--- src/rtl/cb_drain_if.sv ---
// Groups the cb read port and the downstream single-wide stream of cb_drain.
// master: the drain block (drives pop requests and the output stream).
// slave: the environment side (cb status and data, consumer ready).
interface cb_drain_if #(
    parameter int CB_WIDTH = 8
);
    // cb side
    logic                cb_empty;
    logic                cb_empty_almost;
    logic [CB_WIDTH-1:0] cb_dout1;
    logic [CB_WIDTH-1:0] cb_dout2;
    logic                cb_dout1_req;
    logic                cb_dout2_req;
    // consumer side
    logic                out_valid;
    logic [CB_WIDTH-1:0] out_data;
    logic                out_ready;

    modport master (
        input  cb_empty,
        input  cb_empty_almost,
        input  cb_dout1,
        input  cb_dout2,
        output cb_dout1_req,
        output cb_dout2_req,
        output out_valid,
        output out_data,
        input  out_ready
    );

    modport slave (
        output cb_empty,
        output cb_empty_almost,
        output cb_dout1,
        output cb_dout2,
        input  cb_dout1_req,
        input  cb_dout2_req,
        input  out_valid,
        input  out_data,
        output out_ready
    );
endinterface

--- src/rtl/cb_drain.sv ---
// Pops up to 2 entries/cycle from cb into a 2-slot holding stage and serialises them oldest first.
// Latency: entry popped at edge N is on out_data right after edge N; 1 entry/cycle sustained.
// Backpressure: out_ready low holds out_data stable; pops are limited to free slots, none when full.
module cb_drain #(
    parameter int CB_WIDTH = 8
) (
    input  logic       clk,
    input  logic       reset,
    input  logic       flush,
    output logic [1:0] hold_count,
    cb_drain_if.master bus
);

    typedef enum logic [1:0] {
        HOLD0 = 2'd0,
        HOLD1 = 2'd1,
        HOLD2 = 2'd2
    } state_t;

    state_t state;
    state_t state_nxt;

    logic [CB_WIDTH-1:0] slot0;
    logic [CB_WIDTH-1:0] slot1;
    logic [CB_WIDTH-1:0] slot0_nxt;
    logic [CB_WIDTH-1:0] slot1_nxt;

    logic       xfer;
    logic [1:0] cnt;
    logic [1:0] space;
    logic [1:0] avail;
    logic [1:0] npop;
    logic [1:0] kept;

    assign cnt        = state;
    assign hold_count = cnt;

    // Outputs come directly from the state and slot registers.
    assign bus.out_valid = (state != HOLD0);
    assign bus.out_data  = slot0;

    assign xfer = bus.out_valid & bus.out_ready;

    // Free room after this cycle's transfer; a full stage that hands one off
    // can take one new entry in the same edge, which gives full throughput.
    assign space = 2'd2 - cnt + {1'b0, xfer};

    // Both status flags high is not a legal cb state; treat it as empty.
    assign avail = bus.cb_empty        ? 2'd0 :
                   bus.cb_empty_almost ? 2'd1 : 2'd2;

    assign npop = flush ? 2'd0 : ((space < avail) ? space : avail);

    // Pop requests are combinational and held off entirely while in reset.
    assign bus.cb_dout1_req = reset & (npop != 2'd0);
    assign bus.cb_dout2_req = reset & (npop == 2'd2);

    // Entries that survive the transfer in this cycle.
    assign kept = cnt - {1'b0, xfer};

    // State register for the occupancy FSM.
    always_ff @(posedge clk or negedge reset) begin
        if (!reset) begin
            state <= HOLD0;
        end else begin
            state <= state_nxt;
        end
    end

    // Occupancy transitions: remove on transfer, then add the popped entries.
    always_comb begin
        state_nxt = state;
        case (state)
            HOLD0:   state_nxt = state_t'(npop);
            HOLD1:   state_nxt = state_t'(kept + npop);
            HOLD2:   state_nxt = (xfer && (npop == 2'd0)) ? HOLD1 : HOLD2;
            default: state_nxt = HOLD0;
        endcase
        if (flush) begin
            state_nxt = HOLD0;
        end
    end

    // Slot next values: shift slot1 down on transfer, then append cb_dout1
    // and cb_dout2 behind whatever is still held.
    always_comb begin
        slot0_nxt = xfer ? slot1 : slot0;
        slot1_nxt = slot1;
        if (npop != 2'd0) begin
            if (kept == 2'd0) begin
                slot0_nxt = bus.cb_dout1;
            end else begin
                slot1_nxt = bus.cb_dout1;
            end
        end
        if (npop == 2'd2) begin
            // Two pops only happen into an empty stage.
            slot1_nxt = bus.cb_dout2;
        end
    end

    // Holding stage data registers; contents after a flush are don't-care.
    always_ff @(posedge clk or negedge reset) begin
        if (!reset) begin
            slot0 <= '0;
            slot1 <= '0;
        end else begin
            slot0 <= slot0_nxt;
            slot1 <= slot1_nxt;
        end
    end

endmodule

--- src/flat_wrapper.sv ---
// flat-port wrapper written by rule: the top's interface ports become plain ports
module cb_drain_flat 
#(
    parameter int CB_WIDTH = 8
)
  (clk, reset, flush, hold_count, bus_cb_empty, bus_cb_empty_almost, bus_cb_dout1, bus_cb_dout2, bus_cb_dout1_req, bus_cb_dout2_req, bus_out_valid, bus_out_data, bus_out_ready);
  cb_drain_if #(.CB_WIDTH(CB_WIDTH)) bus_i ();
  input  logic clk;
  input  logic reset;
  input  logic flush;
  output logic [1:0] hold_count;
  input wire logic [$bits(bus_i.cb_empty)-1:0] bus_cb_empty;
  input wire logic [$bits(bus_i.cb_empty_almost)-1:0] bus_cb_empty_almost;
  input wire logic [$bits(bus_i.cb_dout1)-1:0] bus_cb_dout1;
  input wire logic [$bits(bus_i.cb_dout2)-1:0] bus_cb_dout2;
  output wire logic [$bits(bus_i.cb_dout1_req)-1:0] bus_cb_dout1_req;
  output wire logic [$bits(bus_i.cb_dout2_req)-1:0] bus_cb_dout2_req;
  output wire logic [$bits(bus_i.out_valid)-1:0] bus_out_valid;
  output wire logic [$bits(bus_i.out_data)-1:0] bus_out_data;
  input wire logic [$bits(bus_i.out_ready)-1:0] bus_out_ready;
  assign bus_i.cb_empty = bus_cb_empty;
  assign bus_i.cb_empty_almost = bus_cb_empty_almost;
  assign bus_i.cb_dout1 = bus_cb_dout1;
  assign bus_i.cb_dout2 = bus_cb_dout2;
  assign bus_cb_dout1_req = bus_i.cb_dout1_req;
  assign bus_cb_dout2_req = bus_i.cb_dout2_req;
  assign bus_out_valid = bus_i.out_valid;
  assign bus_out_data = bus_i.out_data;
  assign bus_i.out_ready = bus_out_ready;
  cb_drain #(.CB_WIDTH(CB_WIDTH)) u_core (.clk(clk), .reset(reset), .flush(flush), .hold_count(hold_count), .bus(bus_i));
endmodule
--- config.mk ---
export PLATFORM = sky130hd
export DESIGN_NAME = cb_drain_flat
export DESIGN_NICKNAME = d
export VERILOG_FILES = /design/src/rtl/cb_drain_if.sv /design/src/rtl/cb_drain.sv /design/src/flat_wrapper.sv
export SDC_FILE = /design/constraint.sdc
export NUM_CORES = 1
export LEC_CHECK = 0
export BUFFER_PORTS_ARGS = -buffer_cell sky130_fd_sc_hd__buf_2
export CAP_MARGIN = 20
export CORE_MARGIN = 1.5
export CORE_UTILIZATION = 45
export DETAILED_ROUTE_END_ITERATION = 12
export PLACE_DENSITY = 0.71
export SLEW_MARGIN = 10
export SYNTH_ARGS = -nofsm -noshare
export SYNTH_HDL_FRONTEND = slang
export SYNTH_SLANG_ARGS = --single-unit
--- constraint.sdc ---
create_clock -name clk -period 3.65 [get_ports clk]
set_input_delay 0.5475 -clock clk [delete_from_list [all_inputs] [get_ports clk]]
set_output_delay 0.5475 -clock clk [all_outputs]
set_load 0.1 [all_outputs]
==> summary.md, run 1 <==
| Metric | Value |
|---|---|
| Post-CTS Hold Fix Bufs | `0` |
| Cell Area, Synth | `between 0.001 and 0.0015 mm2` |
| Final wirelength | `2.542 mm` |
| Commonest non-fill, non-tap cell in the layout | `buf_2` |
| Die height | `53.80 um` |
| Clock root buffer | `clkbuf_4` |
| Slowest stage delay, CP | `between 0.4 and 0.5 ns` |
| Final net count | `182` |
| Initial core utilization | `between 40% and 50%` |
| Fmax | `between 200 and 300 MHz` |
| Cells after synthesis | `121` |
| Total stage count of the critical path | `9` |
| Clock slew at reported path FFs | `0.10 ns` |
| Synth cell types | `31` |
| Number of global-route vias before repair | `929` |
| Yosys warnings | `0` |
| Worst Max-Slew Pin Slew | `0.4870 ns` |
| Total CTS buffers | `3` |
| Port bufs | `34` |
| Routed Antenna Nets | `0` |
| Crit-path cells | `o21ai_4, ha_1, xnor2_1, ha_1, nor2_1, o211ai_1, nand2_1, and2_2, buf_2` |
| Final worst-path cycle share | `92.36%` |
| Fin. max-slew vios | `0` |
| Post-DR vias/cell | `5.346` |
| Number of diodes | `0` |
| Initial drt markers | `12` |
| Mean Syn Cell Area | `9.596 um2` |
| Die ar. | `0.002894 mm2` |
| Sequential element share of the synthesized area | `38.79%` |
| Total gr overflow | `0` |
| Worst-skew pair later-pin latency | `around 0.30 ns` |
| Post-CTS setup buffers | `0` |
| Routed len/inst | `approximately 14 um` |
| Final Util | `56.93%` |
| Die width | `about 54 um` |
| Ports | `35` |
| #FFs+latches synth | `18` |
| Pin count of the biggest net entering global routing | `21` |
| Slowest CP cell | `dfrtp_2` |
| WS Path Type | `reg -> out` |
| Max Root-Sink Buffers | `2` |
| Setup violators final | `0` |
| Number of antenna violations at the first check in global routing | `0` |
| Max-slew headroom | `around two thirds` |
| Post-Syn Nets | `147` |
| Delay-heaviest family, CP | `compound AO/OA/AOI/OAI gates` |
| Area grow syn2layout | `20.37%` |
| CP Capture Type | `primary output` |
| Placed Area | `about 0.0014 mm2` |
| Final Skew | `0.004547 ns` |
| Fin area | `roughly 0.0014 mm2` |
| H-tree depth | `1` |
| Maxcap violations | `0` |
| Critical path required time | `approximately 3.1 ns` |
| Global-route wire length before repair | `4.140 mm` |
| All-Layer GR Usage | `20.19%` |
| DP HPWL | `around 1.9 mm` |
| Post-route setup TNS | `0 ns` |
| CTS tree | `built` |
| Critical path buffer and inverter count | `1` |
| Final Hold Fails | `0` |
| Worst reg2reg path depth | `8` |
| Critical path data arrival time | `2.82 ns` |
| # DRC | `0` |
| Most frequent cells in the layout | `buf_2, nor3_1, dfrtp_1, inv_1, nand2_1` |
| Hold Path Class | `in -> async` |
| CP Max Fanout | `18` |
| Most frequent CP cell | `ha_1` |
| Ratio of cells with drive above 1 in the final layout | `41.94%` |
| CTS Sinks | `18` |
| CP Launch Type | `flip-flop` |
| TritonRoute pass-1 iters | `4` |
| Run status | `finished clean` |
| Core area | `0.002455 mm2` |
| Fin crit period | `between 3 and 4 ns` |
| Routed vias | `989` |
| Std cell rows | `18` |
| Unrepaired setup endpoints after global routing | `no` |
| GPL Wtd Cong | `slightly above 0.8` |
-- registers in the layout (all words and copies together), names as in the netlist --
register / flops
u_core.slot1: 8
u_core.hold_count: 2
u_core.bus.out_data: 8
-- synthesized netlist by cell type --
cell       instances  area, um2
a211oi_2           8      100.1
nand3_1            1      5.000
ha_1               4      50.05
and3_1             1      6.260
o32a_1             1      10.01
mux2_2             8      90.09
buf_6              2      22.52
clkbuf_1           2      7.510
o211a_1            1      10.01
o211ai_1           2      15.01
o21ai_0            9      45.04
o2111ai_1          1      8.760
and2_4             1      8.760
buf_2              2      10.01
nor2b_1            3      18.77
o2bb2ai_1          1      8.760
or2_2              2      12.51
a21oi_1            1      5.000
nor3_1            16      80.08
inv_1             12      45.04
nand2_1           10      37.54
xor2_1             1      8.760
nor3b_1            1      7.510
mux2_4             1      15.01
o21ai_4            1      16.27
nor2_1             5      18.77
and2_1             1      6.260
xnor2_1            3      26.28
dfrtp_1           18      450.4
o21ai_2            1      8.760
nand2b_1           1      6.260
-- cell type report --
cell class / instances / area [um2]
clock buffers: 4 / 26.28
fillers: 232 / 1057
inverters: 12 / 45.04
multi-input cells: 85 / 635.6
flip-flops and latches: 18 / 452.9
well taps: 30 / 37.54
repair buffers: 36 / 200.2
-- final timing paths --
kind	endpoint	startpoint	slack, ns
worst max-delay path	bus_cb_dout1_req	u_core.hold_count[0]	0.28
worst min-delay path	u_core.bus.out_data[3]	reset	0.17
worst max register to register	u_core.bus.out_data[7]	u_core.hold_count[0]	0.86
worst min register to register	u_core.slot1[6]	u_core.slot1[6]	0.53
max in group asynchronous	u_core.hold_count[1]	reset	3.15
min in group clk	u_core.bus.out_data[2]	bus_cb_dout1[2]	0.50
-- repair_timing --
| action | 4_1_cts | 5_1_grt |
|---|---|---|
| resized for setup | 0 | 1 |
| endpoints found under the hold margin | 0 | 0 |
| setup endpoints to repair | 0 | 2 |
-- cells by family after synthesis --
| group | Yosys count | share of synthesized area, % |
|---|---|---|
| fa+ha+maj | 4 | 4.311 |
| flops | 18 | 38.79 |
| compound gates | 26 | 19.61 |
| buf+inv | 18 | 7.327 |
| simple gates | 42 | 17.89 |
| xor+xnor | 4 | 3.018 |
| mux | 9 | 9.052 |
-- routing by layer --
layer,up-vias,GRT usage (%),part of all wire [%]
met5,-,0,0
met4,0,7.692,1.4
met3,4,3.611,3.8
met2,24,33.33,48
met1,468,26.09,46
li1,493,-,-
-- stage by stage --
step | hold WS, ns | setup WS (ns) | cells
after floorplan | 0.2519 | 0.04083 | 121
after global placement | 0.5145 | 0.5364 | 181
after detailed placement | 0.5140 | 0.4346 | 181
after CTS | 0.1806 | 0.08783 | 185
after global routing | 0.1902 | 0.07679 | 185
final | 0.1743 | 0.2789 | 185
Power of run 1 is not shown: default switching activity piles up to over one toggle a cycle in this logic, so the estimate is an artifact.
==> inputs of run 2 (changes only) <==
--- a/config.mk
+++ b/config.mk
@@ -5,7 +5,7 @@
 export SDC_FILE = /design/constraint.sdc
 export NUM_CORES = 1
 export LEC_CHECK = 0
-export BUFFER_PORTS_ARGS = -buffer_cell sky130_fd_sc_hd__buf_2
+export BUFFER_PORTS_ARGS = -buffer_cell sky130_fd_sc_hd__clkbuf_2
 export CAP_MARGIN = 20
 export CORE_MARGIN = 1.5
 export CORE_UTILIZATION = 45
==> summary.md, run 2 (same netlist as run 1, synthesis figures left out) <==
| Metric | Value |
|---|---|
| Run status | `finished clean (unchanged)` |
| Total gr overflow | `0 (unchanged)` |
| # DRC | `0 (unchanged)` |
| GPL Wtd Cong | `0.8294 (was 0.8156)` |
| DP HPWL | `1.821 mm (was 1.898 mm)` |
| Die height | `53.80 um (unchanged)` |
| TritonRoute pass-1 iters | `6 (was 4)` |
| Number of antenna violations at the first check in global routing | `0 (unchanged)` |
| Fin crit period | `3.415 ns (was 3.371 ns)` |
| Clock slew at reported path FFs | `0.12 ns (was 0.10 ns)` |
| Worst-skew pair later-pin latency | `0.30 ns (about the same)` |
| Post-route setup TNS | `0 ns (unchanged)` |
| Fillcell total | `227 (was 232)` |
| Fmax | `292.8 MHz (was 296.6 MHz)` |
| Hold Path Class | `in -> async (unchanged)` |
| Routed len/inst | `13.47 um (was 13.74 um)` |
| Fin area | `0.001423 mm2 (was 0.001398 mm2)` |
| Pin count of the biggest net entering global routing | `21 (unchanged)` |
| Initial drt markers | `23 (was 12)` |
| Number of global-route vias before repair | `928 (was 929)` |
| Fin. max-slew vios | `0 (unchanged)` |
| Initial core utilization | `47.30% (unchanged)` |
| WS Path Type | `reg -> out (unchanged)` |
| Std cell rows | `18 (unchanged)` |
| Pre-CTS setup slack | `0.3932 ns (was 0.4346 ns)` |
| Max-slew headroom | `63.71% (was 67.76%)` |
| Post-DR vias/cell | `5.400 (was 5.346)` |
| Area grow syn2layout | `22.52% (was 20.37%)` |
| Final Skew | `0.009987 ns (was 0.004547 ns)` |
| Total CTS buffers | `3 (unchanged)` |
| Ports | `35 (unchanged)` |
| Placed insts | `181 (unchanged)` |
| CP Launch Type | `flip-flop (unchanged)` |
| Commonest non-fill, non-tap cell in the layout | `clkbuf_2 (was buf_2)` |
| All-Layer GR Usage | `19.53% (was 20.19%)` |
| CTS Sinks | `18 (unchanged)` |
| CP Max Fanout | `18 (unchanged)` |
| Most frequent CP cell | `ha_1 (unchanged)` |
| Final Hold Fails | `0 (unchanged)` |
| Number of diodes | `0 (unchanged)` |
| Final worst-path cycle share | `93.57% (was 92.36%)` |
| Port bufs | `34 (unchanged)` |
| H-tree depth | `1 (unchanged)` |
| Final wirelength | `2.492 mm (was 2.542 mm)` |
| Critical path data arrival time | `2.87 ns (was 2.82 ns)` |
| Maxcap violations | `0 (unchanged)` |
| CTS tree | `built (unchanged)` |
| Routed Antenna Nets | `0 (unchanged)` |
| Die ar. | `0.002894 mm2 (unchanged)` |
| Final net count | `182 (unchanged)` |
| Global-route wire length before repair | `4.140 mm (unchanged)` |
| Worst Max-Slew Pin Slew | `0.5467 ns (was 0.4870 ns)` |
| Unrepaired setup endpoints after global routing | `no (unchanged)` |
| Routed vias | `999 (was 989)` |
| CP Capture Type | `primary output (unchanged)` |
| Core area | `0.002455 mm2 (unchanged)` |
| Most frequent cells in the layout | `clkbuf_2, nor3_1, dfrtp_1, inv_1, nand2_1 (was buf_2, nor3_1, dfrtp_1, inv_1, nand2_1)` |
| Setup violators final | `0 (unchanged)` |
| Crit-path cells | `o21ai_4, ha_1, xnor2_1, ha_1, nor2_1, o211ai_1, nand2_1, and2_2, buf_12 (was o21ai_4, ha_1, xnor2_1, ha_1, nor2_1, o211ai_1, nand2_1, and2_2, buf_2)` |
| Post-CTS Hold Fix Bufs | `0 (unchanged)` |
| Slowest CP cell | `dfrtp_2 (unchanged)` |
| Placed Area | `0.001379 mm2 (was 0.001364 mm2)` |
| Non-Filler Instances | `185 (unchanged)` |
| Slowest stage delay, CP | `0.49 ns (about the same)` |
| Die width | `53.80 um (unchanged)` |
| Critical path required time | `3.10 ns (about the same)` |
| Max Root-Sink Buffers | `2 (unchanged)` |
| Clock root buffer | `clkbuf_4 (unchanged)` |
| Final WS setup | `0.2345 ns (was 0.2789 ns)` |
| Ratio of cells with drive above 1 in the final layout | `42.58% (was 41.94%)` |
-- run 2: layer usage --
layer / vias to the layer above / track usage [%] / share of wire (%)
met5: - / 0 / 0
met4: 0 / 5.983 / 1.5
met3: 5 / 3.056 / 5.3
met2: 33 / 32.52 / 47
met1: 470 / 25.87 / 47
li1: 491 / - / -
-- run 2: final timing paths --
| kind | depth (start not counted) | endpoint | start | slack [ns] |
|---|---|---|---|---|
| max | 9 | bus_cb_dout1_req | u_core.hold_count[0] | 0.23 |
| max reg2reg | 9 | u_core.slot1[3] | u_core.hold_count[0] | 0.64 |
| min in group clk | 2 | u_core.bus.out_data[4] | bus_cb_dout1[4] | 0.49 |
| min | 1 | u_core.bus.out_data[0] | reset | 0.19 |
| max in group asynchronous | 1 | u_core.hold_count[1] | reset | 3.09 |
| min reg2reg | 2 | u_core.slot1[1] | u_core.slot1[1] | 0.54 |
-- run 2: through the flow --
| step | utilization [%] | hold slack [ns] |
|---|---|---|
| floorplan | - | 0.2519 |
| global placement | 56.17 | 0.5152 |
| detailed placement | 56.17 | 0.5241 |
| CTS | 57.65 | 0.2064 |
| global route | 57.95 | 0.2193 |
| finish | 57.95 | 0.1871 |
-- run 2: worst max-delay path, delay by kind of cell, from the launching register on --
kind / cells / cell delay, ns
DFF: 1 / 0.49
AOI/OAI and AO/OA: 2 / 0.82
xor gates and xnor gates: 1 / 0.11
buffers and inverters: 1 / 0.16
and+or+nand+nor: 3 / 0.42
adders and majority gates: 2 / 0.55
-- run 2: timing repair --
action	4_1_cts	5_1_grt
setup buffers	0	0
setup endpoints to repair	0	2
resized for setup	0	1
-- run 2: area by class of cell --
| class | count | area, um2 | share of cell area (%) |
|---|---|---|---|
| Multi-Input combinational cell | 85 | 635.6 | 44.68 |
| Sequential cell | 18 | 452.9 | 31.84 |
| Timing Repair Buffer | 36 | 215.2 | 15.13 |
| Inverter | 12 | 45.04 | 3.166 |
| Tap cell | 30 | 37.54 | 2.639 |
| Clock buffer | 4 | 36.28 | 2.551 |
Power of run 2 is left out for the same reason.
